$ cat src/rtl/maniac_input_conditioner.sv
// rtl/maniac_input_conditioner.sv - synchroniser, debounce FSM, edge pulses and sticky event flags per input channel
module maniac_input_conditioner #(
  parameter int N_IN      = 4,
  parameter int DB_CYCLES = 320000,
  parameter int CNT_W     = 19
) (
  input  logic            clk_32,
  input  logic            rst_n,
  input  logic [N_IN-1:0] raw_in,
  output logic [N_IN-1:0] level,
  output logic [N_IN-1:0] rise,
  output logic [N_IN-1:0] fall,
  output logic [N_IN-1:0] evt_pending,
  input  logic [N_IN-1:0] evt_ack
);

  typedef enum logic {
    ST_STABLE   = 1'b0,
    ST_CHANGING = 1'b1
  } state_t;

  // Last count value before a change is accepted; commit happens on the edge that sees it.
  localparam logic [CNT_W-1:0] CNT_MAX = CNT_W'(DB_CYCLES - 1);

  logic [N_IN-1:0]  sync1_q, sync1_d;
  logic [N_IN-1:0]  sync2_q, sync2_d;
  logic [N_IN-1:0]  level_q, level_d;
  logic [N_IN-1:0]  rise_q, rise_d;
  logic [N_IN-1:0]  fall_q, fall_d;
  logic [N_IN-1:0]  pend_q, pend_d;
  state_t           state_q [N_IN];
  state_t           state_d [N_IN];
  logic [CNT_W-1:0] cnt_q   [N_IN];
  logic [CNT_W-1:0] cnt_d   [N_IN];

  // Two-flop synchroniser; only sync2 feeds the debounce logic.
  always_comb begin
    sync1_d = raw_in;
    sync2_d = sync1_q;
  end

  // Per-channel debounce: any return to the current level before commit restarts the count.
  always_comb begin
    level_d = level_q;
    rise_d  = '0;
    fall_d  = '0;
    for (int i = 0; i < N_IN; i++) begin
      state_d[i] = state_q[i];
      cnt_d[i]   = cnt_q[i];
      if (state_q[i] == ST_STABLE) begin
        if (sync2_q[i] != level_q[i]) begin
          state_d[i] = ST_CHANGING;
          cnt_d[i]   = CNT_W'(1);
        end else begin
          cnt_d[i]   = '0;
        end
      end else begin
        if (sync2_q[i] == level_q[i]) begin
          state_d[i] = ST_STABLE;
          cnt_d[i]   = '0;
        end else if (cnt_q[i] == CNT_MAX) begin
          level_d[i] = sync2_q[i];
          rise_d[i]  = sync2_q[i];
          fall_d[i]  = ~sync2_q[i];
          state_d[i] = ST_STABLE;
          cnt_d[i]   = '0;
        end else begin
          cnt_d[i]   = cnt_q[i] + CNT_W'(1);
        end
      end
    end
  end

  // Sticky event flag: a rise in the same cycle as an ack keeps the flag set.
  always_comb begin
    pend_d = (pend_q & ~evt_ack) | rise_q;
  end

  // State register; reset wipes any partial debounce immediately.
  always_ff @(posedge clk_32 or negedge rst_n) begin
    if (!rst_n) begin
      sync1_q <= '0;
      sync2_q <= '0;
      level_q <= '0;
      rise_q  <= '0;
      fall_q  <= '0;
      pend_q  <= '0;
      for (int i = 0; i < N_IN; i++) begin
        state_q[i] <= ST_STABLE;
        cnt_q[i]   <= '0;
      end
    end else begin
      sync1_q <= sync1_d;
      sync2_q <= sync2_d;
      level_q <= level_d;
      rise_q  <= rise_d;
      fall_q  <= fall_d;
      pend_q  <= pend_d;
      for (int i = 0; i < N_IN; i++) begin
        state_q[i] <= state_d[i];
        cnt_q[i]   <= cnt_d[i];
      end
    end
  end

  assign level       = level_q;
  assign rise        = rise_q;
  assign fall        = fall_q;
  assign evt_pending = pend_q;

endmodule

$ cat config.mk
export PLATFORM = sky130hd
export DESIGN_NAME = maniac_input_conditioner
export DESIGN_NICKNAME = d
export VERILOG_FILES = /design/src/rtl/maniac_input_conditioner.sv
export SDC_FILE = /design/constraint.sdc
export NUM_CORES = 1
export LEC_CHECK = 0
export ABC_CLOCK_PERIOD_IN_PS = 2500
export BUFFER_PORTS_ARGS = -buffer_cell sky130_fd_sc_hd__buf_2
export CORE_UTILIZATION = 40
export DETAILED_ROUTE_END_ITERATION = 8
export GPL_TIMING_DRIVEN = 0
export SLEW_MARGIN = 20
export SYNTH_ARGS = -nofsm -noshare
export SYNTH_HDL_FRONTEND = slang
export SYNTH_SLANG_ARGS = --single-unit
export TNS_END_PERCENT = 100
$ cat constraint.sdc
create_clock -name clk_32 -period 2.5 [get_ports clk_32]
set_input_delay 0.125 -clock clk_32 [delete_from_list [all_inputs] [get_ports clk_32]]
set_output_delay 0.125 -clock clk_32 [all_outputs]
set_load 0.01 [all_outputs]
Word level (Yosys, flattened, before mapping)
Cells that the tools add are included.
{"block": "totals", "in_bits": 10, "register_bits": 104, "wordCells": 104, "output_inout_bits": 16}
{"block": "op_classes", "n_mux": 56, "add_sub_neg": 4, "n_reduce_logical": 4, "bitwise": 11, "eq_ne": 12}
{"operator": "$mux 19", "n": 12}
{"operator": "$add 19x1->19 const B", "n": 4}
{"operator": "$eq 19x19->1 const B", "n": 4}
{"operator": "$mux 1", "n": 44}
{"operator": "$reduce_and 3->1", "n": 4}
{"operator": "$not 1->1", "n": 8}
{"operator": "$and 4x4->4", "n": 1}
{"operator": "$eq 1x1->1", "n": 4}
{"operator": "$ne 1x1->1", "n": 4}
{"operator": "$not 4->4", "n": 1}
{"operator": "$or 4x4->4", "n": 1}

Depth between registers and ports, before layout
{"block": "logic_depth", "ltp_word": 4, "mapped_depth": 7, "ltp_nobuf": 5}

Worst setup path before layout
OpenSTA, ideal clock, no wires.
{"block": "synth_path", "kind": "reg2reg", "from": "register cnt_q[47] in the netlist's numbering", "to": "register level_q[1] (netlist: level[1])", "setup_slack_ns": 0.344, "t_required_ns": 2.375, "setup_ns": 0.125, "path_buffers": 0, "t_arrival_ns": 2.031, "path_stages_with_launch": 5, "path_cell_list": "dfrtp_1 or4b_2 or4_4 nor3_2 mux2_2"}
{"block": "synth_via", "elab_chain_len": 2}
{"item": "from (decl)", "line_no": "33", "text": "logic [CNT_W-1:0] cnt_q [N_IN];"}
{"item": "from (signal, indexed assignment)", "line_no": "101", "text": "cnt_q[i] <= cnt_d[i];"}
{"item": "$eq 19x19->1", "line_no": "61", "text": "end else if (cnt_q[i] == CNT_MAX) begin"}
{"item": "$reduce_and 3->1 (no line)"}
{"item": "to (signal assigned)", "line_no": "95", "text": "level_q <= level_d;"}
{"item": "to (decl)", "line_no": "27", "text": "logic [N_IN-1:0] level_q, level_d;"}
No other way between the ends.
A chain may end at the register's enable or synchronous reset.

==> impl_metrics.json <==
{
  "yosysWarnings": 0,
  "worst_slew_pin_slew_ns": 0.607,
  "async_flop_share_pct": 100,
  "wl_per_cell_um": 13.7,
  "power.density_nw_per_um2": 621,
  "grt_antenna_before_repair": 0,
  "grtUsageTotal_pct": 15.7,
  "via_per_inst": 5.31,
  "cts_tree": "done",
  "cp-end-kind": "flip-flop",
  "clk_latency_ns": 0.35,
  "dr_wl_met2_um": 4120,
  "pre_cts_slack_ns": -0.0438,
  "avgSynthCellArea_um2": 10.4,
  "dr_wl_met3_um": 288,
  "htreeDepth": 3,
  "clkTransAtPathRegs_ns": 0.07,
  "wl_met1_um": 4300,
  "antenna_cells": 0,
  "rows": 39,
  "period_share_pct": 91.9,
  "final_hold_viol_count": 0,
  "whs_ns": 0.0371,
  "place_congestion": 0.800,
  "fmax_mhz": 435,
  "top_layer": "met4",
  "peakVddDrop_mv": 0.512,
  "seq_area_um2": 2600,
  "tritoncts.num_buffers": 9,
  "synth_edf_count": 0,
  "dieWidth_um": 111,
  "yosysMostFrequentCell": "dfrtp_1",
  "synthesis.area_um2": 4730,
  "max_cap_violations": 0,
  "routed_wl_um": 8830,
  "area_delta_synth_final_pct": 14.8,
  "cts_sinks": 104,
  "synth_top_area_cell": "dfrtp_1",
  "multi_input_area_um2": 2020,
  "synth_seq_cells": 104,
  "ys.flop_type": "dfrtp_1",
  "n_fill_cell": 1070,
  "fp.dieH_um": 111,
  "hold_class": "input pin to flip-flop",
  "critPathArrivalTime_ns": 2.53,
  "drv_slew": 0,
  "grt_overflow": 0,
  "crit_path_start_kind": "flip-flop",
  "critical_path_peak_fanout": 10,
  "synth_common_cells": "dfrtp_1, nor2_1, xnor2_1, nand4_1, nand3_1",
  "post_dp_cell_area_um2": 5070,
  "ant_nets": 0,
  "final_area_um2": 5430,
  "drtPass1Iterations": 4,
  "cp.required_ns": 2.73,
  "ios": 26,
  "synth_cell_types": 40,
  "post_cts_buffers": 0,
  "core_um2": 11500,
  "tns_ns": 0,
  "first_global_vias": 3372,
  "rsz0062_at_grt": "no",
  "port_buffers": 25,
  "finClkSkew_ns": 0.00859,
  "grt_start_max_net_pins": 74,
  "slew_headroom_pct": 59.2,
  "grt_pass1_wl_um": 15600,
  "place_hpwl_um": 5900,
  "die-area_um2": 12300,
  "fin_ws_ns": 0.201,
  "status": "completed",
  "ys_seq_area_share_pct": 55.0,
  "cts_root_buf": "clkbuf_16",
  "fin_crit_ns": 2.30,
  "syn_inst": 455,
  "drc": 0,
  "start_util_pct": 41.2,
  "setup_viol": 0,
  "num-nets-final": 511,
  "drive_above_1_share_pct": 11.8,
  "syn-num-nets": 469,
  "leakage_uw": 0.00227,
  "via_count": 3422,
  "clock_path_buffers": 2,
  "path_class": "flip-flop to flip-flop",
  "synth.area.top_cells": "dfrtp_1, xnor2_1, nor2_1",
  "drt-initial-drc-count": 177,
  "yosysTopAreaCellShare_pct": 55.0
}
[sequential cells by signal (all words and copies together), names as in the netlist]
register,flops
cnt_q,76
evt_pending,4
fall,4
level,4
rise,4
state_q,4
sync1_q,4
sync2_q,4
[layout make-up]
| cell class | count | area share, % |
|---|---|---|
| Clock inverter | 3 | 1.24 |
| Inverter | 20 | 1.38 |
| Timing Repair Buffer | 31 | 3.85 |
| Clock buffer | 12 | 4.36 |
| Buffer | 10 | 0.807 |
| Sequential cell | 104 | 47.9 |
| Tap cell | 143 | 3.30 |
| Multi-Input combinational cell | 321 | 37.1 |
[cells by family after synthesis]
family,count (synthesis),synth area share [%]
muxes,6,1.46
adders and majority gates,4,1.06
xor gates and xnor gates,57,10.6
DFF,104,55.0
buffers and inverters,30,2.49
and+or+nand+nor,209,23.4
AOI/OAI and AO/OA,45,6.03
[per-stage QoR]
stage / power, uW / utilization, % / std cells
2_1_floorplan: 1850 / - / 455
3_3_place_gp: 1920 / 43.9 / 623
3_5_place_dp: 1930 / 44.2 / 624
4_1_cts: 3430 / 47.3 / 644
5_1_grt: 3510 / 47.3 / 644
6_report: 3370 / 47.3 / 644
[metal layers]
| metal | track usage [%] | vias to the layer above |
|---|---|---|
| met1 | 20.6 | 1689 |
| met2 | 24.9 | 35 |
| met5 | 0 | - |
| met3 | 4.87 | 8 |
| li1 | - | 1690 |
| met4 | 4.80 | 0 |
[report_power, final]
group	internal, uW	switching (uW)	total [uW]
clock network	873	596	1470
logic	53.7	104	158
registers	1720	29.5	1750
total	2640	729	3370
[cell usage in the layout (no fill, tap or decap), drive strengths merged, types with 5 or more instances in the layout]
cell type,instances
xnor2,38
o21ai,12
and2,6
and4,5
a21oi,15
nor4,16
nand4,32
clkbuf,20
inv,20
nand2,18
xor2,19
and3,11
nor3,12
or3,7
or4,6
nor2,66
dlygate4sd3,5
dfrtp,104
nand3,22
buf,28
[worst max-delay path, stage by stage, from the launching register on]
cell and delay (ns):
dfrtp_1 0.45, or4_1 0.53, or4_4 0.44, o21bai_2 0.39, buf_2 0.30, nor2_1 0.08
[timing repair]
item,4_1_cts,5_1_grt
setup endpoints to repair,10,17
hold buffers,5,0
endpoints found under the hold margin,35,0
resized for setup,1,3
[worst paths after layout]
check / startpoint / end / slack, ns / cells after the start
min in group asynchronous: rst_n / cnt_q[53] / 0.22 / 2
setup reg to reg: cnt_q[28] / cnt_q[26] / 0.20 / 5
hold / removal: evt_ack[3] / evt_pending[3] / 0.04 / 3
setup / recovery: cnt_q[28] / cnt_q[26] / 0.20 / 5
hold reg to reg: sync1_q[3] / sync2_q[3] / 0.35 / 0
max in group asynchronous: rst_n / cnt_q[70] / 1.64 / 3
Power figures use the tool's default switching activity.
